[config.mk]
export PLATFORM = sky130hd
export DESIGN_NAME = ps2_init_sequencer
export DESIGN_NICKNAME = d
export VERILOG_FILES = /design/src/rtl/ps2_init_sequencer.sv
export SDC_FILE = /design/constraint.sdc
export NUM_CORES = 1
export LEC_CHECK = 0
export ABC_AREA = 1
export BUFFER_PORTS_ARGS = -buffer_cell sky130_fd_sc_hd__buf_2
export CORE_UTILIZATION = 60
export CTS_CLUSTER_SIZE = 16
export DETAILED_ROUTE_END_ITERATION = 7
export GPL_TIMING_DRIVEN = 0
export PLACE_DENSITY = 0.84
export SLEW_MARGIN = 20
export SYNTH_ARGS = -nofsm -noshare
export SYNTH_HDL_FRONTEND = slang
export SYNTH_SLANG_ARGS = --single-unit
[constraint.sdc]
create_clock -name clk -period 4.8 [get_ports clk]
set_clock_uncertainty 0.15 [all_clocks]
set_input_delay 0.72 -clock clk [delete_from_list [all_inputs] [get_ports clk]]
set_output_delay 0.72 -clock clk [all_outputs]
set_load 0.01 [all_outputs]
[src/rtl/ps2_init_sequencer.sv]
// Power-up sequencer for a PS/2 device: inhibit, reset (0xFF), ACK/BAT check, enable (0xF4),
// then forwards clean received bytes; errors, timeouts and resend requests cost retry budget.

package ps2_pkg;
    typedef struct packed {
        logic parity_err;
        logic frame_err;
        logic timeout_err;
    } flags_t;
endpackage

module ps2_init_sequencer #(
    parameter int CLK_HZ     = 50_000_000,
    parameter int INHIBIT_US = 150,
    parameter int RESP_TO_MS = 25,
    parameter int BAT_TO_MS  = 1000,
    parameter int MAX_RETRY  = 3
) (
    input  logic             clk,
    input  logic             rst_n,
    input  logic             start,
    output logic             en,
    output logic             tx_rqst,
    output logic [7:0]       tx_data,
    input  logic             valid,
    input  logic [7:0]       rx_data,
    input  ps2_pkg::flags_t  flags,
    output logic             ready,
    output logic             fail,
    output logic [7:0]       code,
    output logic             code_valid,
    output logic             rx_err
);

    localparam longint INHIBIT_RAW = longint'(INHIBIT_US) * longint'(CLK_HZ) / 1_000_000;
    localparam longint RESP_RAW    = longint'(RESP_TO_MS) * longint'(CLK_HZ) / 1_000;
    localparam longint BAT_RAW     = longint'(BAT_TO_MS)  * longint'(CLK_HZ) / 1_000;

    localparam longint INHIBIT_CYC = (INHIBIT_RAW < 1) ? 1 : INHIBIT_RAW;
    localparam longint RESP_CYC    = (RESP_RAW    < 1) ? 1 : RESP_RAW;
    localparam longint BAT_CYC     = (BAT_RAW     < 1) ? 1 : BAT_RAW;

    localparam longint MAX_CYC = (INHIBIT_CYC > RESP_CYC)
                               ? ((INHIBIT_CYC > BAT_CYC) ? INHIBIT_CYC : BAT_CYC)
                               : ((RESP_CYC    > BAT_CYC) ? RESP_CYC    : BAT_CYC);

    localparam int TW = (MAX_CYC < 2) ? 1 : $clog2(MAX_CYC);
    localparam int RW = (MAX_RETRY < 1) ? 1 : $clog2(MAX_RETRY + 1);

    // Terminal counts: the timer starts at 0 on state entry, so N cycles end at N-1.
    localparam logic [TW-1:0] INHIBIT_LAST = TW'(INHIBIT_CYC - 1);
    localparam logic [TW-1:0] RESP_LAST    = TW'(RESP_CYC - 1);
    localparam logic [TW-1:0] BAT_LAST     = TW'(BAT_CYC - 1);
    localparam logic [RW-1:0] RETRY_MAX    = RW'(MAX_RETRY);

    localparam logic [7:0] CMD_RESET  = 8'hFF;
    localparam logic [7:0] CMD_ENABLE = 8'hF4;
    localparam logic [7:0] RSP_ACK    = 8'hFA;
    localparam logic [7:0] RSP_RESEND = 8'hFE;
    localparam logic [7:0] RSP_BAT_OK = 8'hAA;
    localparam logic [7:0] RSP_BAT_KO = 8'hFC;

    typedef enum logic [3:0] {
        S_IDLE,
        S_INHIBIT,
        S_SEND,
        S_WAIT_TX,
        S_WAIT_ACK,
        S_WAIT_BAT,
        S_RETRY,
        S_READY,
        S_FAIL
    } state_t;

    state_t          state_q, state_d;
    logic [7:0]      cmd_q, cmd_d;
    logic [RW-1:0]   retry_q, retry_d;
    logic [TW-1:0]   timer_q, timer_d;
    logic            en_q, en_d;
    logic            tx_rqst_q, tx_rqst_d;
    logic [7:0]      tx_data_q, tx_data_d;
    logic            ready_q, ready_d;
    logic            fail_q, fail_d;
    logic [7:0]      code_q, code_d;
    logic            code_valid_q, code_valid_d;
    logic            rx_err_q, rx_err_d;

    logic rx_ok;
    logic rx_bad;

    assign rx_ok  = valid && !(|flags);
    assign rx_bad = valid && (|flags);

    always_comb begin
        // NOTE: every variable gets a default before the case so no path infers a latch.
        state_d      = state_q;
        cmd_d        = cmd_q;
        retry_d      = retry_q;
        tx_rqst_d    = 1'b0;
        tx_data_d    = tx_data_q;
        code_d       = code_q;
        code_valid_d = 1'b0;
        rx_err_d     = 1'b0;

        unique case (state_q)
            S_IDLE: begin
                if (start) begin
                    state_d = S_INHIBIT;
                    retry_d = '0;
                end
            end

            S_INHIBIT: begin
                if (timer_q >= INHIBIT_LAST) begin
                    state_d = S_SEND;
                    cmd_d   = CMD_RESET;
                end
            end

            S_SEND: begin
                tx_rqst_d = 1'b1;
                tx_data_d = cmd_q;
                state_d   = S_WAIT_TX;
            end

            S_WAIT_TX: begin
                if (rx_ok) begin
                    state_d = S_WAIT_ACK;
                end else if (rx_bad || timer_q >= RESP_LAST) begin
                    state_d = S_RETRY;
                end
            end

            S_WAIT_ACK: begin
                if (valid) begin
                    if (rx_ok && rx_data == RSP_ACK) begin
                        state_d = (cmd_q == CMD_RESET) ? S_WAIT_BAT : S_READY;
                    end else if (rx_ok && rx_data == RSP_RESEND) begin
                        // A resend skips the inhibit window but still spends budget.
                        if (retry_q == RETRY_MAX) begin
                            state_d = S_FAIL;
                        end else begin
                            retry_d = retry_q + 1'b1;
                            state_d = S_SEND;
                        end
                    end else begin
                        state_d = S_RETRY;
                    end
                end else if (timer_q >= RESP_LAST) begin
                    state_d = S_RETRY;
                end
            end

            S_WAIT_BAT: begin
                if (rx_ok && rx_data == RSP_BAT_OK) begin
                    state_d = S_SEND;
                    cmd_d   = CMD_ENABLE;
                end else if (rx_bad || (valid && rx_data == RSP_BAT_KO)) begin
                    state_d = S_RETRY;
                end else if (!valid && timer_q >= BAT_LAST) begin
                    state_d = S_RETRY;
                end
            end

            S_RETRY: begin
                if (retry_q == RETRY_MAX) begin
                    state_d = S_FAIL;
                end else begin
                    retry_d = retry_q + 1'b1;
                    state_d = S_INHIBIT;
                end
            end

            S_READY: begin
                if (start) begin
                    state_d = S_INHIBIT;
                    retry_d = '0;
                end else if (rx_ok) begin
                    code_d       = rx_data;
                    code_valid_d = 1'b1;
                end else if (rx_bad) begin
                    rx_err_d = 1'b1;
                end
            end

            S_FAIL: begin
                if (start) begin
                    state_d = S_INHIBIT;
                    retry_d = '0;
                end
            end

            default: state_d = S_IDLE;
        endcase

        // Timer restarts on every state change and saturates instead of wrapping.
        if (state_d != state_q) begin
            timer_d = '0;
        end else if (timer_q != '1) begin
            timer_d = timer_q + 1'b1;
        end else begin
            timer_d = timer_q;
        end

        en_d    = (state_d == S_SEND)     || (state_d == S_WAIT_TX) ||
                  (state_d == S_WAIT_ACK) || (state_d == S_WAIT_BAT) ||
                  (state_d == S_READY);
        ready_d = (state_d == S_READY);
        fail_d  = (state_d == S_FAIL);
    end

    // NOTE: state uses non-blocking assignments so every register samples pre-edge values.
    always_ff @(posedge clk or negedge rst_n) begin
        if (!rst_n) begin
            state_q      <= S_IDLE;
            cmd_q        <= CMD_RESET;
            retry_q      <= '0;
            timer_q      <= '0;
            en_q         <= 1'b0;
            tx_rqst_q    <= 1'b0;
            tx_data_q    <= 8'h00;
            ready_q      <= 1'b0;
            fail_q       <= 1'b0;
            code_q       <= 8'h00;
            code_valid_q <= 1'b0;
            rx_err_q     <= 1'b0;
        end else begin
            state_q      <= state_d;
            cmd_q        <= cmd_d;
            retry_q      <= retry_d;
            timer_q      <= timer_d;
            en_q         <= en_d;
            tx_rqst_q    <= tx_rqst_d;
            tx_data_q    <= tx_data_d;
            ready_q      <= ready_d;
            fail_q       <= fail_d;
            code_q       <= code_d;
            code_valid_q <= code_valid_d;
            rx_err_q     <= rx_err_d;
        end
    end

    assign en         = en_q;
    assign tx_rqst    = tx_rqst_q;
    assign tx_data    = tx_data_q;
    assign ready      = ready_q;
    assign fail       = fail_q;
    assign code       = code_q;
    assign code_valid = code_valid_q;
    assign rx_err     = rx_err_q;

endmodule

### Word level (Yosys, flattened, before mapping)

Cells that the tools add are included.

| storage, ports and cells | value |
|---|---|
| logic and storage cells | 104 |
| input bits | 15 |
| bits in registers | 62 |
| output and inout port bits | 22 |

| cells by class | value |
|---|---|
| muxes and demuxes | 34 |
| equal/unequal tests | 28 |
| reductions and logical operators | 24 |
| $add $sub $neg | 2 |
| bitwise operators | 1 |
| $lt $le $gt $ge | 3 |

Operators with widths:

| operator | count |
|---|---|
| 2-to-1 mux 26 bit | 2 |
| 2-to-1 mux 4 bit | 13 |
| equality test 8 bit (second input constant) | 5 |
| equality test 4 x 3 -> 1 bit (second input constant) | 7 |
| case mux 4 bit (7 select lines) | 1 |
| adder 26 x 1 -> 26 bit (second input constant) | 1 |
| >= comparator 26 x 13 -> 1 bit (second input constant) | 1 |
| >= comparator 26 x 21 -> 1 bit (second input constant) | 1 |
| >= comparator 26 bit (second input constant) | 1 |
| != test 26 bit (second input constant) | 1 |
| equality test 4 x 2 -> 1 bit (second input constant) | 4 |
| 2-to-1 mux 8 bit | 2 |
| case mux 8 bit (2 select lines) | 1 |
| 2-to-1 mux 2 bit | 6 |
| != test 2 bit (second input constant) | 5 |
| equality test 4 bit (second input constant) | 2 |
| 2-to-1 mux 1 bit | 8 |
| logical AND 1 bit | 7 |
| logical OR 1 bit | 6 |
| case mux 2 bit (3 select lines) | 1 |
| AND reduction 3 bit | 2 |
| OR reduction 3 bit | 2 |
| AND reduction 5 bit | 1 |
| equality test 4 x 1 -> 1 bit (second input constant) | 1 |
| other kinds (9) | 11 |

### Depth between registers and ports, before layout

Gate-level depths: netlist of run 1.

| depth | value |
|---|---|
| word-level depth | 13 |
| mapped depth | 16 |
| gate-level depth less buffers | 15 |

### Worst setup path before layout of run 1

No wires, ideal clock.

| path | value |
|---|---|
| kind | in2reg |
| start | in valid |
| end | reg timer_q[25] |
| data required time | 4527 ps |
| arrival time | 2019 ps |
| buffers on the path | 2 |
| stages | 13 |
| library setup time | 123 ps |
| setup slack | 2508 ps |
| path through | buf_2 > nand3_2 > nor2_2 > nand3_1 > nand3_1 > nand2_1 > a21oi_2 > nand2_2 > nand2_1 > nand2_2 > nand3_4 > buf_6 > nor2_2 |

| on the way | value |
|---|---|
| longest elaborated chain between the ends | 8 |
| elaborated cells on any way between the ends | 22 |
| those cells by class | eq/ne: 1; mux: 10; reduce/logical: 11 |

Ends and longest elaborated chain:

| item | line | text |
|---|---|---|
| start, declared | 25 | `input logic valid,` |
| zero test 1 bit / logical AND 1 bit (equally long branches) | 160, 91 |  |
| logical AND 1 bit, on equally long branches | 160, 138 |  |
| 2-to-1 mux 4 bit, on equally long branches | 160, 138 |  |
| 2-to-1 mux 4 bit, on equally long branches | 158, 136 |  |
| 2-to-1 mux 4 bit, on equally long branches | 155, 135 |  |
| case mux 4 bit (7 select lines) * | 105 | `unique case (state_q)` |
| net state_d[1] | 75 | `state_t state_q, state_d;` |
| != test 4 bit * | 197 | `if (state_d != state_q) begin` |
| 2-to-1 mux 26 bit / nonzero test 2 bit (equally long branches) | - |  |
| end signal, assigned | 231 | `timer_q <= timer_d;` |
| end, declared | 78 | `logic [TW-1:0] timer_q, timer_d;` |

The timed path passes the listed nets; every way through them passes the cells marked *.
A chain may end at the register's enable or synchronous reset.

### Worst setup path after layout of run 1

| path | value |
|---|---|
| start | reg timer_q[0] |
| end | reg timer_q[3] |

| on the way | value |
|---|---|
| longest elaborated chain between the ends | 8 |
| elaborated cells on any way between the ends | 20 |
| those cells by class | add/sub: 1; order compare: 3; eq/ne: 2; mux: 11; reduce/logical: 3 |

Ends and longest elaborated chain:

| item | line | text |
|---|---|---|
| >= comparator 26 bit | 160 | `end else if (!valid && timer_q >= BAT_LAST) begin` |
| logical AND 1 bit | 160 |  |
| 2-to-1 mux 4 bit | 160 |  |
| 2-to-1 mux 4 bit | 158 | `end else if (rx_bad \|\| (valid && rx_data == RSP_BAT_KO)) begin` |
| 2-to-1 mux 4 bit | 155 | `if (rx_ok && rx_data == RSP_BAT_OK) begin` |
| case mux 4 bit (7 select lines) | 105 |  |
| != test 4 bit | 197 |  |
| 2-to-1 mux 26 bit / nonzero test 2 bit (equally long branches) | - |  |

Parallel ways exist; a longest one is shown, timed or not. The select of a mux whose other input is x is not followed.

==> impl_results.md, run 1 <==
* Starting density of the core at 0.643
* Die Ht at ~74 um
* Crit Path Class: reg -> reg
* CTS tree: done
* Critical Path Max Stage Delay at ~0.39 ns
* Remaining antenna violation count at 0
* Leakage power at approximately 1.8 nW
* Worst path most repeated cell: nand2_1
* Reg-to-reg endpoint: timer_q[3]$_DFFE_PN0P_
* Pins over their slew limit at 0
* Post-cts resize count at 0
* Vias per cell at 5.36
* Post-CTS Setup Inserts at 0
* Slew margin rel. at 0.598
* Rows at 25
* R2R depth at 15
* Largest net degree at the start of global routing at 50
* CP arrival at roughly 2.4 ns
* CTS Sinks at 49
* Fmax at between 400 and 500 MHz
* Initial antenna violation count at 0
* Max Cap Violations at 0
* Max VDD drop at between 0.15 and 0.2 mV
* Sequential cell area fraction in the yosys report at 0.394
* Syn Nets at 450
* Remaining DRCs at 0
* Antenna Cells at 0
* First-pass GRT wire length at about 11000 um
* DP HPWL at 5050 um
* Final Hold Vio Count at 0
* Clock buffer depth at 2
* Placed insts at 535
* Post-synth EDFFs at 0
* Overall die width at around 74 um
* Slowest CP cell: dfrtp_1
* RSZ-0062 raised after global routing: false
* Core footprint at just under 5000 sq um
* Final Setup Violations at 0
* CTS Buf Count at 5
* Internal reg-to-reg setup slack at around 2.5 ns
* CP required at about 4.8 ns
* Filler cells at about 400
* Critical-path cell list: ha_1, nand3_2, inv_1, nand2_1, nand2_1, nand2_1, nand3_1, nand2_1, nand2_1, nand2_1, o21ai_0, nand2_1, nand3_4, buf_6, nor2_2
* Number of port buffers at 35
* Cell taking the most area after synthesis: dfrtp_1
* PwrDens at ~260 nW/um^2
* Least-Margin Pin Slew at 0.603 ns
* Sum of negative setup slack at 0 ns
* Top cell type's share of synthesized area at 0.386
* DR iter-0 viols at between 150 and 200
* Top post-synthesis cells by count: 109 x nand2_1, 57 x inv_1, 52 x nor2_1, 48 x dfrtp_1, 28 x nand3_1
* Tmin final at ~2.3 ns
* Total wire length at roughly 6600 um
* Grt ovf at 0
* Via Count at about 2900
* Mean Syn Cell Area at 7.20 sq um
* Clk root buf: clkbuf_8
* Final period util at 0.489
* Cts hold-fix bufs at 0
* Status: complete, no violations
* Area added between synthesis and finish at 11.6%
* Yosys cell types at 36
* First-pass DRT Iterations at 5
* Ports at 37
* Layout Nets at roughly 500
* FF-to-FF Start: timer_q[0]$_DFFE_PN0P_
* Synth area leaders: dfrtp_1 39%, nand2_1 13%, inv_1 6.9%, nor2_1 6.3%, nor2_2 5.2%
* Synthesized cell area at ~3100 sq um
* Most frequent cell after synthesis: nand2_1
* Setup crit end kind: register
* H-tree Lvls at 2
* Worst hold path class: in -> async
* Share of cells above drive strength 1 at 0.204
* Crit Path Max Fanout at 10
* Register bit count reported by yosys at between 40 and 50
* Vias in the first global route at between 2000 and 3000
* GRT Total Usage at 0.262
* Non-Filler Instances at between 500 and 600
* Total power at 890 uW
* Ys async rst share at 1.00
* Ys flop type: dfrtp_1
* Worst setup SP type: register
* Placer Congestion at roughly 0.93
* Ys Warns at 0
* Drt wl/cell at between 10 and 15 um
* Latest clock arrival within the worst-skew pair at approximately 0.30 ns
* Cell count after synthesis at 433
* Clk pin slew, worst setup/hold paths at roughly 0.09 ns
* Die footprint at around 5500 sq um
==> registers in the layout (all words and copies together) (netlist names) <==
register / count
retry_q: 2
tx_rqst: 1
ready: 1
timer_q: 26
code: 8
state_q: 4
code_valid: 1
tx_data: 2
en: 1
rx_err: 1
cmd_q: 1
fail: 1
==> how the worst max path moves through the flow <==
| stage | startpoint | to | slack, ns |
|---|---|---|---|
| global placement | flags[1] | timer_q[25]$_DFFE_PN0P_ | 2.20 |
| detailed placement | rx_data[0] | timer_q[16]$_DFFE_PN0P_ | 2.19 |
| floorplan | valid | timer_q[25]$_DFFE_PN0P_ | 2.51 |
| finish | timer_q[0]$_DFFE_PN0P_ | timer_q[3]$_DFFE_PN0P_ | 2.45 |
| global route | timer_q[0]$_DFFE_PN0P_ | timer_q[21]$_DFFE_PN0P_ | 2.24 |
| CTS | timer_q[0]$_DFFE_PN0P_ | timer_q[16]$_DFFE_PN0P_ | 2.47 |
==> power by group <==
| part | leakage [nW] | switching [mW] | internal, mW |
|---|---|---|---|
| clock network | 0.0542 | 0.136 | 0.130 |
| logic | 1.04 | 0.0909 | 0.0610 |
| registers | 0.665 | 0.0288 | 0.442 |
| total | 1.76 | 0.256 | 0.634 |
==> stage by stage <==
step	hold slack, ns	utilization	area [sq um]	setup slack (ns)
final	0.272	0.717	3480	2.45
after global routing	0.326	0.717	3480	2.24
after CTS	0.334	0.717	3480	2.47
after detailed placement	0.313	0.696	3370	2.19
after global placement	0.299	0.696	3370	2.20
after floorplan	0.274	-	3120	2.51
==> cell usage in the layout, fill, tap and decap left out, drive strengths merged <==
| master | instances |
|---|---|
| nand2 | 112 |
| o221ai | 2 |
| nor3 | 16 |
| nand3b | 3 |
| nor4 | 2 |
| dfrtp | 48 |
| inv | 59 |
| a32oi | 1 |
| nor2 | 78 |
| buf | 47 |
| a21oi | 12 |
| clkbuf | 8 |
| or2 | 2 |
| xor2 | 15 |
| xnor2 | 3 |
| clkinv | 1 |
| o21ai | 18 |
| mux2i | 1 |
| ha | 2 |
| dfstp | 1 |
| a31oi | 1 |
| o22ai | 2 |
| nand3 | 32 |
| nand4 | 10 |
==> layout make-up <==
class | instances | area [sq um] | area share
buffer | 13 | 91.3 | 0.0263
clock buffer | 7 | 96.3 | 0.0277
clock inverter | 1 | 5.00 | 0.00144
inverter | 59 | 221 | 0.0637
multi-input combinational | 312 | 1580 | 0.453
sequential | 49 | 1230 | 0.353
tap | 67 | 83.8 | 0.0241
timing repair buffer | 35 | 178 | 0.0511
==> cells by family after synthesis <==
logic type	count (synthesis)	share of synthesized area
AOI/OAI and AO/OA	36	0.0671
xor gates and xnor gates	18	0.0506
adders and majority gates	2	0.00803
buffers and inverters	72	0.100
DFF	49	0.394
muxes	1	0.00321
and+or+nand+nor	255	0.377
==> metal layers <==
metal	wire, um	vias up	global-route usage
met5	0	-	0
met4	93	0	0.0833
met3	315	8	0.0379
met2	3080	91	0.422
met1	3140	1360	0.365
li1	-	1450	-
==> worst max-delay path, delay by kind of cell, from the launching register on <==
family          cells  cell delay (ns)
compound gates      1             0.16
fa+ha+maj           1             0.23
buf+inv             2             0.35
flops               1             0.39
simple gates       11             0.96
No activity file was read; power rests on OpenSTA's default activity.
==> inputs of run 2 (changes only) <==
--- a/config.mk
+++ b/config.mk
@@ -5,13 +5,13 @@
 export SDC_FILE = /design/constraint.sdc
 export NUM_CORES = 1
 export LEC_CHECK = 0
-export ABC_AREA = 1
+export ABC_AREA = 0
 export BUFFER_PORTS_ARGS = -buffer_cell sky130_fd_sc_hd__buf_2
-export CORE_UTILIZATION = 60
+export CORE_UTILIZATION = 59
 export CTS_CLUSTER_SIZE = 16
 export DETAILED_ROUTE_END_ITERATION = 7
 export GPL_TIMING_DRIVEN = 0
-export PLACE_DENSITY = 0.84
+export PLACE_DENSITY = 0.82
 export SLEW_MARGIN = 20
 export SYNTH_ARGS = -nofsm -noshare
 export SYNTH_HDL_FRONTEND = slang
==> constraint.sdc (replaced) <==
create_clock -name clk -period 2.2 [get_ports clk]
set_clock_uncertainty 0.15 [all_clocks]
set_input_delay 0.33 -clock clk [delete_from_list [all_inputs] [get_ports clk]]
set_output_delay 0.33 -clock clk [all_outputs]
set_load 0.01 [all_outputs]
==> run 2 against run 1 <==
The flow now finishes with violations (setup timing). Largest power group unchanged. Count of clock-buffer cells in the layout fell by 1. Synthesized cell count fell by 21%. Fmax fell by 11%. Synthesized area rose by 6.5%. Via count rose by 21%.
==> impl_results.md, run 2 <==
* Status: complete, but fails checks
* Failing checks: setup timing
* Least-Margin Pin Slew at 0.694 ns (+0.0909 ns)
* Filler cells at 242 (-39%)
* Via Count at 3509 (+21%)
* Final Hold Vio Count at 0 (unchanged)
* Cell taking the most area after synthesis: dfrtp_1
* Clock buffer depth at 2 (unchanged)
* DR iter-0 viols at 454 (+150%)
* Placed insts at 449 (-16%)
* Simple-gate share of the synthesized area at 0.327 (-0.0498)
* Setup crit end kind: register
* Grt met2 use at 0.538 (+0.116)
* Largest family of logic cells by synthesized area: simple AND/OR/NAND/NOR gates
* Sequential cell area fraction in the yosys report at 0.370 (-0.0241)
* Fmax at 379 MHz (-11%)
* CP endpoint: timer_q[18]$_DFFE_PN0P_
* Remaining antenna violation count at 0 (unchanged)
* Pins over their slew limit at 0 (unchanged)
* Ys async rst share at 1.00 (unchanged)
* H-tree Lvls at 2 (unchanged)
* CP arrival at 2.71 ns (+0.32 ns)
* Yosys cell types at 64 (+78%)
* Layout Nets at 438 (-11%)
* Crit Path Max Fanout at 5 (-5)
* CTS Sinks at 49 (unchanged)
* Clk pin slew, worst setup/hold paths at 0.10 ns (about the same)
* Most frequent cell after synthesis: dfrtp_1
* R2R depth at 7 (-8)
* Area added between synthesis and finish at 39.0%
* M3 GR Usage at 0.0726 (+0.0347)
* DP HPWL at 5500 um (+8.8%)
* Busiest grt layer: met2
* Latest clock arrival within the worst-skew pair at 0.32 ns (+0.02 ns)
* Tmin final at 2.64 ns (+0.292 ns)
* Register bit count reported by yosys at 49 (unchanged)
* Slew margin rel. at 0.532 (-0.0655)
* FF-to-FF Start: timer_q[13]$_DFFE_PN0P_
* Starting density of the core at 0.630 (-0.0130)
* CP required at 2.27 ns (-2.57 ns)
* Top post-synthesis cells by count: 48 x dfrtp_1, 23 x nand2_1, 23 x nor2_1, 19 x nor3_1, 19 x nor4_2
* Max reg flops at 26 (unchanged)
* Commonest non-fill, non-tap cell in the layout: dfrtp_1
* Drt wl/cell at 23.7 um (+94%)
* Core footprint at 5270 sq um (+8.7%)
* Commonest cells after routing, fill and taps aside: 44 x dfrtp_1, 40 x buf_2, 35 x buf_4, 22 x nand2_1, 20 x nor2_1
* Mux cell area share after synthesis at 0.0370 (+0.0337)
* Antenna Cells at 0 (unchanged)
* Die footprint at 5930 sq um (+8.1%)
* Synth area leaders: dfrtp_1 36%, nor4_2 7.2%, xnor2_1 4.8%, mux2_2 3.4%, nor3_1 2.9%
* Leakage power at 1.94 nW (+10%)
* CTS tree: done
* Ports at 37 (unchanged)
* Die Ht at 77.0 um (+4.0%)
* Xor/xnor share of the synthesized area at 0.0581 (+0.00747)
* Synthesized cell area at 3320 sq um (+6.5%)
* Rows at 26 (+4.0%)
* Placer Congestion at 0.931 (-0.31%)
* Internal reg-to-reg setup slack at -0.44 ns (-2.89 ns)
* Reg-to-reg endpoint: timer_q[18]$_DFFE_PN0P_
* Final period util at 1.20 (+0.711)
* Overall die width at 77.0 um (+4.0%)
* Crit path setup slack, layout at -0.439 ns (-2.89 ns)
* Clk root buf: clkbuf_8
* Post-synth EDFFs at 0 (unchanged)
* Top cell type's share of synthesized area at 0.362 (-0.0236)
* Total power at 2.11 mW (+140%)
* RSZ-0062 raised after global routing: true
* Crit Path Class: reg -> reg
* Remaining DRCs at 0 (unchanged)
* Max VDD drop at 0.407 mV (+130%)
* Grt ovf at 0 (unchanged)
* Worst setup SP type: register
* Worst hold path class: in -> reg
* Share of cells above drive strength 1 at 0.483 (+0.280)
* Grt met1 use at 0.450 (+0.0853)
* Initial antenna violation count at 0 (unchanged)
* Ys Warns at 0 (unchanged)
* PwrDens at 457 nW/um^2 (+79%)
* Non-Filler Instances at 492 (-9.4%)
* Cell count after synthesis at 343 (-21%)
* GRT Total Usage at 0.342 (+0.0799)
* First-pass GRT wire length at 15800 um (+43%)
* Total wire length at 11700 um (+76%)
* Largest net degree at the start of global routing at 50 (unchanged)
* Synth Area in Adders at 0.00754 (-0.000491)
* Vias per cell at 7.13 (+33%)
* Vias in the first global route at 3195 (+25%)
* Final Setup Violations at 30 (+30)
* CTS Buf Count at 5 (unchanged)
* Syn Nets at 360 (-20%)
* Final instance area at 4610 sq um (+33%)
* Reg with most FFs: timer_q
* Post-synthesis compound-gate area fraction at 0.132 (+0.0653)
* Max Cap Violations at 0 (unchanged)
* Mean Syn Cell Area at 9.67 sq um (+34%)
* First-pass DRT Iterations at 6 (+1)
* CP Launch Point: timer_q[13]$_DFFE_PN0P_
* Sum of negative setup slack at -10.33 ns (-10.33 ns)
* Ys flop type: dfrtp_1
* Number of port buffers at 36 (+2.9%)
* Cell Area, Placed at 3640 sq um (+7.8%)
[run 2: changes by cell type after synthesis, sizes merged, moves of 20 or more]
cell | before | now
nand2 | 112 | 23
nor2 | 78 | 23
inv | 59 | 8
nand3 | 32 | 12
nor4 | 2 | 29
[run 2: cell type report]
class,instances,area (sq um),area share
Clock inverter,2,10.0,0.00217
Tap cell,70,87.6,0.0190
Inverter,8,30.0,0.00651
Buffer,29,282,0.0610
Timing Repair Buffer,74,572,0.124
Clock buffer,6,72.6,0.0157
Multi-Input combinational cell,254,2330,0.504
Sequential cell,49,1230,0.267
[run 2: report_power, final]
part | internal, mW | switching, mW | total [mW]
Sequential | 0.963 | 0.0804 | 1.04
Combinational | 0.240 | 0.285 | 0.525
Clock | 0.222 | 0.320 | 0.541
[run 2: per-layer routing]
layer	share of wire	wire length, um
met1	0.39	4580
met2	0.46	5380
met3	0.10	1210
met4	0.042	488
met5	0	0
[run 2: worst min-delay path by stage]
stage                             start                  end  slack (ns)  depth (start not counted)
global route                 rx_data[6]  code[6]$_DFFE_PN0P_        0.13                          2
global placement    code[3]$_DFFE_PN0P_  code[3]$_DFFE_PN0P_        0.34                          1
detailed placement  code[2]$_DFFE_PN0P_  code[2]$_DFFE_PN0P_        0.34                          1
finish                       rx_data[7]  code[7]$_DFFE_PN0P_        0.13                          2
floorplan                         rst_n  code[0]$_DFFE_PN0P_       -0.12                          0
CTS                               rst_n    tx_rqst$_DFF_PN0_        0.11                          1
[run 2: timing repair]
item / in CTS / in global routing
gates cloned: 4 / 1
pin swaps: 15 / 19
resized for setup: 61 / 50
endpoints found under the hold margin: 0 / 48
setup endpoints to repair: 38 / 39
setup buffers: 28 / 5
hold buffers: 0 / 1
[run 2: logic make-up (layout without fill, tap and decap cells)]
| family | count (synthesis) | after routing |
|---|---|---|
| XOR/XNOR | 22 | 22 |
| multiplexers | 11 | 11 |
| buffers and inverters | 40 | 119 |
| adder cells (fa/ha/maj) | 2 | 2 |
| AND/OR/NAND/NOR | 165 | 165 |
| flip-flops | 49 | 49 |
| AO/OA/AOI/OAI | 54 | 54 |
[run 2: through the flow]
stage | setup WS [ns] | util | hold slack, ns
after floorplan | -0.110 | - | -0.116
after global placement | -0.485 | 0.690 | 0.337
after detailed placement | -0.553 | 0.690 | 0.340
after CTS | -0.255 | 0.815 | 0.111
after global routing | -0.508 | 0.875 | 0.134
final | -0.439 | 0.875 | 0.133
[run 2: critical path, stage by stage, from the launching register on]
cell and delay (ns):
dfrtp_1 0.50, and4_1 0.36, nand4_1 0.22, buf_4 0.22, buf_4 0.14, nor4b_1 0.54, xor2_1 0.21, nor4b_4 0.20
